[src/rtl/lr_frame_pkg.sv]
// Shared types and helpers for the left/right display link framer.
// Each framed byte carries the side in bit 7 and a 7-bit value in bits 6:0.
package lr_frame_pkg;

    localparam int VAL_W = 7;

    localparam logic SIDE_LEFT  = 1'b0;
    localparam logic SIDE_RIGHT = 1'b1;

    typedef enum logic [2:0] {
        IDLE   = 3'd0,
        LOAD_L = 3'd1,
        ACK_L  = 3'd2,
        DONE_L = 3'd3,
        LOAD_R = 3'd4,
        ACK_R  = 3'd5,
        DONE_R = 3'd6
    } lr_state_t;

    // Builds one link byte from a side flag and a value.
    function automatic logic [7:0] frame_byte(input logic side, input logic [VAL_W-1:0] val);
        return {side, val};
    endfunction

    // True for the states in which a byte is being offered to the UART.
    function automatic logic drives_send(input lr_state_t st);
        return (st == LOAD_L) || (st == ACK_L) || (st == LOAD_R) || (st == ACK_R);
    endfunction

endpackage

[src/rtl/rise_detect.sv]
// Rising-edge detector: keeps the previous sample of each input bit and
// emits a one-cycle pulse when a bit goes from 0 to 1. The previous sample
// resets to 0, so an input held high through reset yields one pulse after
// reset is released.
module rise_detect #(
    parameter int WIDTH = 1
) (
    input  logic             clk,
    input  logic             srst,
    input  logic [WIDTH-1:0] i_level,
    output logic [WIDTH-1:0] o_pulse
);

    genvar gi;
    generate
        for (gi = 0; gi < WIDTH; gi++) begin : g_bit
            logic r_prev;

            // Remember last cycle's level of this bit.
            always_ff @(posedge clk) begin
                if (srst) begin
                    r_prev <= 1'b0;
                end else begin
                    r_prev <= i_level[gi];
                end
            end

            assign o_pulse[gi] = i_level[gi] & ~r_prev;
        end
    endgenerate

endmodule

[src/rtl/lr_frame_tx.sv]
// Transmit framer for the left/right display link. A request (rising edge
// of send, or the optional auto-timer) snapshots both values and pushes a
// left byte then a right byte through the UART's send/busy handshake.
// All outputs are registered and change on the same edge as the state.
module lr_frame_tx
    import lr_frame_pkg::*;
#(
    parameter int AUTO_PERIOD = 0,
    parameter int CNT_W       = 8
) (
    input  logic             clock,
    input  logic             reset,
    input  logic [6:0]       left_val,
    input  logic [6:0]       right_val,
    input  logic             send,
    output logic [7:0]       tx_data,
    output logic             tx_send,
    input  logic             tx_busy,
    output logic             busy,
    output logic [CNT_W-1:0] frames_sent
);

    lr_state_t        r_state;
    lr_state_t        w_state_next;

    logic             w_send_pulse;
    logic             w_timer_req;
    logic             w_req;
    logic             w_accept;
    logic             w_start_right;
    logic             w_frame_done;

    logic             r_pending;
    logic [VAL_W-1:0] r_right_snap;
    logic [7:0]       r_tx_data;
    logic             r_tx_send;
    logic             r_busy;
    logic [CNT_W-1:0] r_frames;

    rise_detect #(
        .WIDTH (1)
    ) u_send_rise (
        .clk     (clock),
        .srst    (reset),
        .i_level (send),
        .o_pulse (w_send_pulse)
    );

    // Auto-send timer: free-running, counting 0..AUTO_PERIOD-1; the cycle
    // in which it sits at the last count is the cycle it raises a request.
    generate
        if (AUTO_PERIOD > 0) begin : g_auto
            localparam int              TMR_W    = (AUTO_PERIOD > 1) ? $clog2(AUTO_PERIOD) : 1;
            localparam logic [TMR_W-1:0] TMR_LAST = TMR_W'(AUTO_PERIOD - 1);

            logic [TMR_W-1:0] r_timer;

            // Wrap at the last count; keeps running while a frame is busy.
            always_ff @(posedge clock) begin
                if (reset) begin
                    r_timer <= '0;
                end else if (r_timer == TMR_LAST) begin
                    r_timer <= '0;
                end else begin
                    r_timer <= r_timer + TMR_W'(1);
                end
            end

            assign w_timer_req = (r_timer == TMR_LAST);
        end else begin : g_no_auto
            assign w_timer_req = 1'b0;
        end
    endgenerate

    // A send edge and a timer expiry in the same cycle merge into one request.
    assign w_req         = w_send_pulse | w_timer_req;
    assign w_accept      = (r_state == IDLE) && r_pending && !tx_busy;
    assign w_start_right = (r_state == DONE_L) && !tx_busy;
    assign w_frame_done  = (r_state == DONE_R) && !tx_busy;

    // One-deep request queue. A request landing while the flag is still set
    // (including the cycle it is being accepted) is dropped.
    always_ff @(posedge clock) begin
        if (reset) begin
            r_pending <= 1'b0;
        end else if (w_accept) begin
            r_pending <= 1'b0;
        end else if (w_req) begin
            r_pending <= 1'b1;
        end
    end

    // Next-state logic for the two-byte handshake sequence.
    always_comb begin
        w_state_next = r_state;
        unique case (r_state)
            IDLE:    if (r_pending && !tx_busy) w_state_next = LOAD_L;
            LOAD_L:  w_state_next = ACK_L;
            ACK_L:   if (tx_busy)  w_state_next = DONE_L;
            DONE_L:  if (!tx_busy) w_state_next = LOAD_R;
            LOAD_R:  w_state_next = ACK_R;
            ACK_R:   if (tx_busy)  w_state_next = DONE_R;
            DONE_R:  if (!tx_busy) w_state_next = IDLE;
            default: w_state_next = IDLE;
        endcase
    end

    // State register; reset abandons any frame in flight.
    always_ff @(posedge clock) begin
        if (reset) begin
            r_state <= IDLE;
        end else begin
            r_state <= w_state_next;
        end
    end

    // Handshake outputs decoded from the state being entered, so tx_send
    // drops on the same edge that sees tx_busy high in an ACK state.
    always_ff @(posedge clock) begin
        if (reset) begin
            r_tx_send <= 1'b0;
            r_busy    <= 1'b0;
        end else begin
            r_tx_send <= drives_send(w_state_next);
            r_busy    <= (w_state_next != IDLE);
        end
    end

    // Frame snapshot: the left byte register itself holds the left snapshot,
    // and the right value is parked until the left byte has been taken.
    always_ff @(posedge clock) begin
        if (reset) begin
            r_tx_data    <= 8'h00;
            r_right_snap <= '0;
        end else if (w_accept) begin
            r_tx_data    <= frame_byte(SIDE_LEFT, left_val);
            r_right_snap <= right_val;
        end else if (w_start_right) begin
            r_tx_data    <= frame_byte(SIDE_RIGHT, r_right_snap);
        end
    end

    // Completed-frame counter; only a frame that finishes its right byte counts.
    always_ff @(posedge clock) begin
        if (reset) begin
            r_frames <= '0;
        end else if (w_frame_done) begin
            r_frames <= r_frames + CNT_W'(1);
        end
    end

    assign tx_data     = r_tx_data;
    assign tx_send     = r_tx_send;
    assign busy        = r_busy;
    assign frames_sent = r_frames;

endmodule

[config.mk]
export PLATFORM = sky130hd
export DESIGN_NAME = lr_frame_tx
export DESIGN_NICKNAME = d
export VERILOG_FILES = /design/src/rtl/lr_frame_pkg.sv /design/src/rtl/rise_detect.sv /design/src/rtl/lr_frame_tx.sv
export SDC_FILE = /design/constraint.sdc
export NUM_CORES = 1
export LEC_CHECK = 0
export CORE_ASPECT_RATIO = 0.7
export CORE_MARGIN = 10
export CORE_UTILIZATION = 40
export DETAILED_ROUTE_END_ITERATION = 16
export GPL_TIMING_DRIVEN = 0
export MAX_ROUTING_LAYER = met4
export PLACE_DENSITY = 0.68
export SYNTH_ARGS = -nofsm -noshare
export SYNTH_HDL_FRONTEND = slang
export SYNTH_HIERARCHICAL = 1
export SYNTH_SLANG_ARGS = --single-unit
[constraint.sdc]
create_clock -name clock -period 2.35 [get_ports clock]
set_input_delay 0.3525 -clock clock [delete_from_list [all_inputs] [get_ports clock]]
set_output_delay 0.3525 -clock clock [all_outputs]
set_load 0.1 [all_outputs]
Yosys cells after proc, flatten, opt, wreduce, memory -nomap -nowiden
Index checks and enable logic that the tools add are counted.
{"block": "classes", "bitwise_logic": 2, "n_reduce_logical": 13, "eq_ne": 10, "muxes": 8, "add_sub_neg": 1}
{"cell": "$pmux 3 s7", "n": 1}
{"cell": "$eq 3x3->1 const B", "n": 5}
{"cell": "$mux 3", "n": 5}
{"cell": "$mux 7", "n": 2}
{"cell": "$eq 3x2->1 const B", "n": 3}
{"cell": "$add 8x1->8 const B", "n": 1}
{"cell": "$eq 3x1->1 const B", "n": 2}
{"cell": "$logic_and 1x1->1", "n": 5}
{"cell": "$logic_not 3->1", "n": 1}
{"cell": "$logic_or 1x1->1", "n": 3}
{"cell": "$reduce_bool 3->1", "n": 1}
{"cell": "$reduce_bool 2->1", "n": 1}
{"cell": "$reduce_or 2->1", "n": 1}
{"cell": "$and 1x1->1", "n": 1}
{"cell": "$logic_not 1->1", "n": 1}
{"cell": "$not 1->1", "n": 1}
{"block": "word_totals", "wordCells": 43, "output_inout_bits": 18, "register_bits": 30}

Depth between registers and ports, before layout
{"block": "depth", "ltp_word": 8, "mapped_depth": 5}

Hierarchy
The synthesis kept the hierarchy.
{"module": "lr_frame_tx", "cells_per_inst": 151, "seq_area_each_um2": 580.6, "area_each_um2": 1327.5, "instances": 1}
{"module": "rise_detect", "cells_per_inst": 3, "seq_area_each_um2": 20.0, "area_each_um2": 47.5, "instances": 1}

Least setup slack after synthesis
OpenSTA, ideal clock, no wires.
{"block": "synth_timing", "kind": "reg2reg", "from": "register r_frames[0] (netlist: frames_sent[0])", "to": "register r_frames[4] (netlist: frames_sent[4])", "n_path_buf": 0, "stages_incl_launch_ff": 5, "slack_ps": 352, "arrival_time_ps": 1928, "path_cell_list": "dfxtp_1 > ha_1 > nand2_1 > or4_1 > a21oi_1"}
{"block": "synth_between", "elab_chain_len": 1}
{"element": "start, declared", "line": "lr_frame_tx.sv:38", "rtl": "logic [CNT_W-1:0] r_frames;"}
{"element": "start signal, assigned", "line": "lr_frame_tx.sv:148", "rtl": "r_frames <= r_frames + CNT_W'(1);"}
{"element": "$add 8x1->8", "line": "lr_frame_tx.sv:148"}
Every way passes these cells.
A chain may end at the register's enable or synchronous reset.

Final worst setup path
{"block": "layout_timing", "from": "register r_frames[0] (netlist: frames_sent[0])", "to": "output port frames_sent[0]"}
{"element": "end, declared", "line": "lr_frame_tx.sv:20", "rtl": "output logic [CNT_W-1:0] frames_sent"}
No word-level cell between the ends.

==> metrics.txt <==
# TYPE chip_impl_metric gauge
chip_impl_metric{name="globalRouteTotalUtil",unit="%"} 12.48
chip_impl_info{name="synth_area_leaders",value="sky130_fd_sc_hd__dfxtp_1, sky130_fd_sc_hd__a21oi_1, sky130_fd_sc_hd__mux2i_1"} 1
chip_impl_metric{name="number_of_design_rule_violations_left_by_the_first_detailed_router_iteration",unit=""} 21
chip_impl_metric{name="multiInputGateArea",unit="sq um"} 681.9
chip_impl_metric{name="timing.slew.headroom",unit="%"} 34.33
chip_impl_metric{name="total_power_density_per_cell_area",unit="nW/um^2"} 618.1
chip_impl_metric{name="finalHoldViolations",unit=""} 0
chip_impl_metric{name="detail_route.vias_per_cell",unit=""} 5.240
chip_impl_metric{name="postSynthRegisterBits",unit=""} 30
chip_impl_info{name="cp-end-kind",value="output pin"} 1
chip_impl_metric{name="hpwlAfterDp",unit="mm"} 2.797
chip_impl_metric{name="grt_max_degree",unit=""} 11
chip_impl_metric{name="synth.net_count",unit=""} 173
chip_impl_info{name="rr_endpoint",value="tx_data[0]"} 1
chip_impl_metric{name="critPathArrivalTime",unit="ns"} 1.87
chip_impl_metric{name="vias",unit=""} 1268
chip_impl_metric{name="synthesis.instances",unit=""} 154
chip_impl_metric{name="synth.avg_cell_area",unit="sq um"} 8.929
chip_impl_metric{name="number_of_buffers_created_by_cts",unit=""} 5
chip_impl_metric{name="place.gp.congestion",unit=""} 0.7904
chip_impl_metric{name="sw_frac_of_total",unit="%"} 30.10
chip_impl_metric{name="p_comb_share",unit="%"} 18.8
chip_impl_info{name="worstSetupStartpoint",value="frames_sent[0]"} 1
chip_impl_metric{name="clock.fmax",unit="GHz"} 0.4496
chip_impl_metric{name="clock_skew",unit="ns"} 0.006064
chip_impl_info{name="path_delay_family",value="buffers and inverters"} 1
chip_impl_metric{name="yosys.area.top_type_share",unit="%"} 43.68
chip_impl_metric{name="antennaDiodeCount",unit=""} 0
chip_impl_metric{name="tritoncts_num_sinks",unit=""} 30
chip_impl_info{name="status",value="finished, final reports clean"} 1
chip_impl_info{name="clockRootBuffer",value="sky130_fd_sc_hd__clkbuf_8"} 1
chip_impl_metric{name="asyncSetResetFlopFracSynth",unit="%"} 0
chip_impl_metric{name="ctsLongestPathBuffers",unit=""} 2
chip_impl_metric{name="cp_num_cells",unit=""} 1
chip_impl_metric{name="num_io_pins",unit=""} 36
chip_impl_info{name="reg2reg_from",value="r_state[2]"} 1
chip_impl_metric{name="final_core_util",unit="%"} 57.31
chip_impl_info{name="start_kind",value="flop"} 1
chip_impl_info{name="worst_path_cell_chain",value="clkdlybuf4s50_1"} 1
chip_impl_metric{name="r2r_setup_slack",unit="ns"} 0.68
chip_impl_metric{name="detail-route-antenna-nets",unit=""} 0
chip_impl_metric{name="net_switching_power_of_the_design",unit="mW"} 0.3448
chip_impl_metric{name="design_power_total",unit="mW"} 1.145
chip_impl_metric{name="synth_seq_area_share",unit="%"} 43.68
chip_impl_metric{name="max-vdd-ir-drop",unit="V"} 0.0002894
chip_impl_metric{name="grt_pass1_vias",unit=""} 1317
chip_impl_metric{name="design.die.area",unit="sq um"} 6220
chip_impl_metric{name="number_of_cells_on_the_worst_reg_to_reg_path",unit=""} 4
chip_impl_info{name="synth_area_leader_cell",value="sky130_fd_sc_hd__dfxtp_1"} 1
chip_impl_metric{name="layout.filler_cells",unit=""} 309
chip_impl_metric{name="portBuffers",unit=""} 34
chip_impl_metric{name="timing.critical_path.slowest_cell_delay",unit="ns"} 1.17
chip_impl_metric{name="layout.nets",unit=""} 214
chip_impl_metric{name="setup_violations",unit=""} 0
chip_impl_metric{name="post-route-min-period",unit="ns"} 2.224
chip_impl_metric{name="p_int",unit="mW"} 0.8007
chip_impl_metric{name="chipWidth",unit="um"} 90.08
chip_impl_metric{name="postCtsHoldBufs",unit=""} 0
chip_impl_info{name="dominantRegCellSynth",value="sky130_fd_sc_hd__dfxtp_1"} 1
chip_impl_metric{name="finalCritPeriodShare",unit="%"} 94.66
chip_impl_metric{name="p_leak",unit="nW"} 0.6066
chip_impl_metric{name="synthDistinctLibCells",unit=""} 32
chip_impl_info{name="tritoncts",value="done"} 1
chip_impl_metric{name="initial_utilization",unit="%"} 42.53
chip_impl_metric{name="final_max_slew_viol_count",unit=""} 0
chip_impl_metric{name="timing_worst_slew_pin_value",unit="ns"} 0.9820
chip_impl_info{name="type_of_the_setup_path_with_the_least_slack",value="reg2out"} 1
chip_impl_metric{name="post-cts-setup-buffer-count",unit=""} 0
chip_impl_metric{name="grt.overflow.total",unit=""} 0
chip_impl_metric{name="layoutNonFillerInstCount",unit=""} 242
chip_impl_metric{name="drt-total-wl",unit="mm"} 3.662
chip_impl_metric{name="route.detailed.wl_per_inst",unit="um"} 15.13
chip_impl_metric{name="clkSlewWorstSetupHoldPaths",unit="ns"} 0.06
chip_impl_info{name="worst_path_max_delay_cell",value="sky130_fd_sc_hd__clkdlybuf4s50_1"} 1
chip_impl_metric{name="sequential_cell_area",unit="sq um"} 600.6
chip_impl_metric{name="firstDrtPassIters",unit=""} 4
chip_impl_metric{name="chipHeight",unit="um"} 69.06
chip_impl_metric{name="yosysWarningCount",unit=""} 6
chip_impl_metric{name="clock_power_share",unit="%"} 34.0
chip_impl_metric{name="worst_ep_required_time",unit="ns"} 2.00
chip_impl_metric{name="fin_area",unit="sq um"} 1853
chip_impl_info{name="rsz0062_at_grt",value="no"} 1
chip_impl_metric{name="drive_gt1_share",unit="%"} 9.231
chip_impl_metric{name="insertion_delay",unit="ns"} 0.28
chip_impl_metric{name="grt_antenna_before_repair",unit=""} 0
chip_impl_metric{name="placementRows",unit=""} 17
chip_impl_metric{name="drcViolationCount",unit=""} 0
chip_impl_metric{name="global_route_wire_length_before_repair",unit="mm"} 6.265
chip_impl_metric{name="worstPathMaxFanout",unit=""} 5
chip_impl_metric{name="fp.coreArea",unit="sq um"} 3233
chip_impl_metric{name="synth_enable_flop_cells",unit=""} 0
chip_impl_metric{name="placedCellCount",unit=""} 235
chip_impl_metric{name="syn_area",unit="sq um"} 1375
chip_impl_metric{name="syn_to_final_growth",unit="%"} 34.76
chip_impl_info{name="cp-endpoint",value="frames_sent[0]"} 1
chip_impl_metric{name="path_buf_inv",unit=""} 1
chip_impl_metric{name="sequential_fraction_of_design_power",unit="%"} 47.2
chip_impl_metric{name="h-tree-depth",unit=""} 2
chip_impl_metric{name="maxCapViolations",unit=""} 0
chip_impl_metric{name="post_cts.resized_instances",unit=""} 0
chip_impl_metric{name="place_area",unit="sq um"} 1774
chip_impl_info{name="min_path_type",value="in2reg"} 1
chip_impl_metric{name="setup_tns",unit="ns"} 0
metrics by stage:
stage                     worst slack [ns]  hold slack (ns)
after floorplan                     0.3516           0.4168
after global placement              0.3873           0.4601
after detailed placement            0.3661           0.4681
after CTS                           0.1132           0.3020
after global routing               0.07975           0.3262
final                               0.1256           0.3085
layout make-up:
cell class	instances	area share [%]
plain buffers	13	3.984
clock buffers	5	3.714
clock inverters	2	0.5402
inverters	5	1.013
multi-input cells	106	36.80
flip-flops and latches	30	32.41
well taps	47	3.174
repair buffers	34	18.37
how the worst min path moves through the flow:
stage	startpoint	endpoint	slack, ns	depth (start not counted)
6_report	tx_busy	tx_send	0.31	2
5_1_grt	tx_busy	tx_send	0.33	2
4_1_cts	tx_busy	tx_send	0.30	2
3_5_place_dp	r_right_snap[2]	r_right_snap[2]	0.47	2
3_3_place_gp	r_right_snap[4]	r_right_snap[4]	0.46	2
2_1_floorplan	reset	u_send_rise/g_bit[0].r_prev	0.42	1
power by group through the flow:
| stage | Sequential (mW) | Clock (mW) | Combinational [mW] |
|---|---|---|---|
| after global routing | 0.543 | 0.423 | 0.230 |
| after floorplan | 0.626 | 0 | 0.0701 |
| after global placement | 0.551 | 0 | 0.213 |
| after CTS | 0.541 | 0.397 | 0.215 |
| after detailed placement | 0.552 | 0 | 0.215 |
| final | 0.540 | 0.390 | 0.215 |
kinds of logic after synthesis:
family | share of synthesized area (%)
xor gates and xnor gates | 1.274
buffers and inverters | 6.733
DFF | 43.68
muxes | 5.824
adders and majority gates | 0.9098
AOI/OAI and AO/OA | 17.47
and+or+nand+nor | 24.11
flip-flops by register name, summed over array words and instances (netlist names):
register / flops
busy: 1
frames_sent: 8
r_pending: 1
r_right_snap: 7
r_state: 3
tx_data: 8
tx_send: 1
u_send_rise/g_bit.r_prev: 1
metal layers:
metal,track usage [%],part of all wire (%),vias to the layer above
met5,-,0,-
met2,19.11,46,21
met3,3.125,2.5,7
met1,14.58,49,600
met4,7.143,2.4,0
li1,-,-,640
cells in the mapped netlist (all sizes together), types with 2 or more instances:
cell    number
nor3        13
o21ai       11
or4          5
inv          5
a211oi       7
nor2b        4
or3          2
a21oi       16
nor2        10
dfxtp       30
mux2i        8
o31ai        5
nand2        4
clkbuf       7
buf          6
nand3        9
cell usage in the layout, fill, tap and decap left out, types with 2 or more instances in the layout:
cell                              instances
sky130_fd_sc_hd__clkdlybuf4s50_1         34
sky130_fd_sc_hd__dfxtp_1                 30
sky130_fd_sc_hd__a21oi_1                 16
sky130_fd_sc_hd__nor3_1                  12
sky130_fd_sc_hd__o21ai_0                 11
sky130_fd_sc_hd__nor2_1                  10
sky130_fd_sc_hd__nand3_1                  9
sky130_fd_sc_hd__mux2i_1                  8
sky130_fd_sc_hd__clkbuf_1                 7
sky130_fd_sc_hd__a211oi_1                 7
sky130_fd_sc_hd__inv_1                    5
sky130_fd_sc_hd__o31ai_1                  5
sky130_fd_sc_hd__or4_1                    5
sky130_fd_sc_hd__clkbuf_8                 5
sky130_fd_sc_hd__nand2_1                  4
sky130_fd_sc_hd__buf_6                    2
sky130_fd_sc_hd__or3_1                    2
sky130_fd_sc_hd__buf_2                    2
sky130_fd_sc_hd__buf_4                    2
sky130_fd_sc_hd__nor2b_1                  2
sky130_fd_sc_hd__clkinv_2                 2
sky130_fd_sc_hd__nor2b_4                  2
Power figures use the tool's default switching activity.
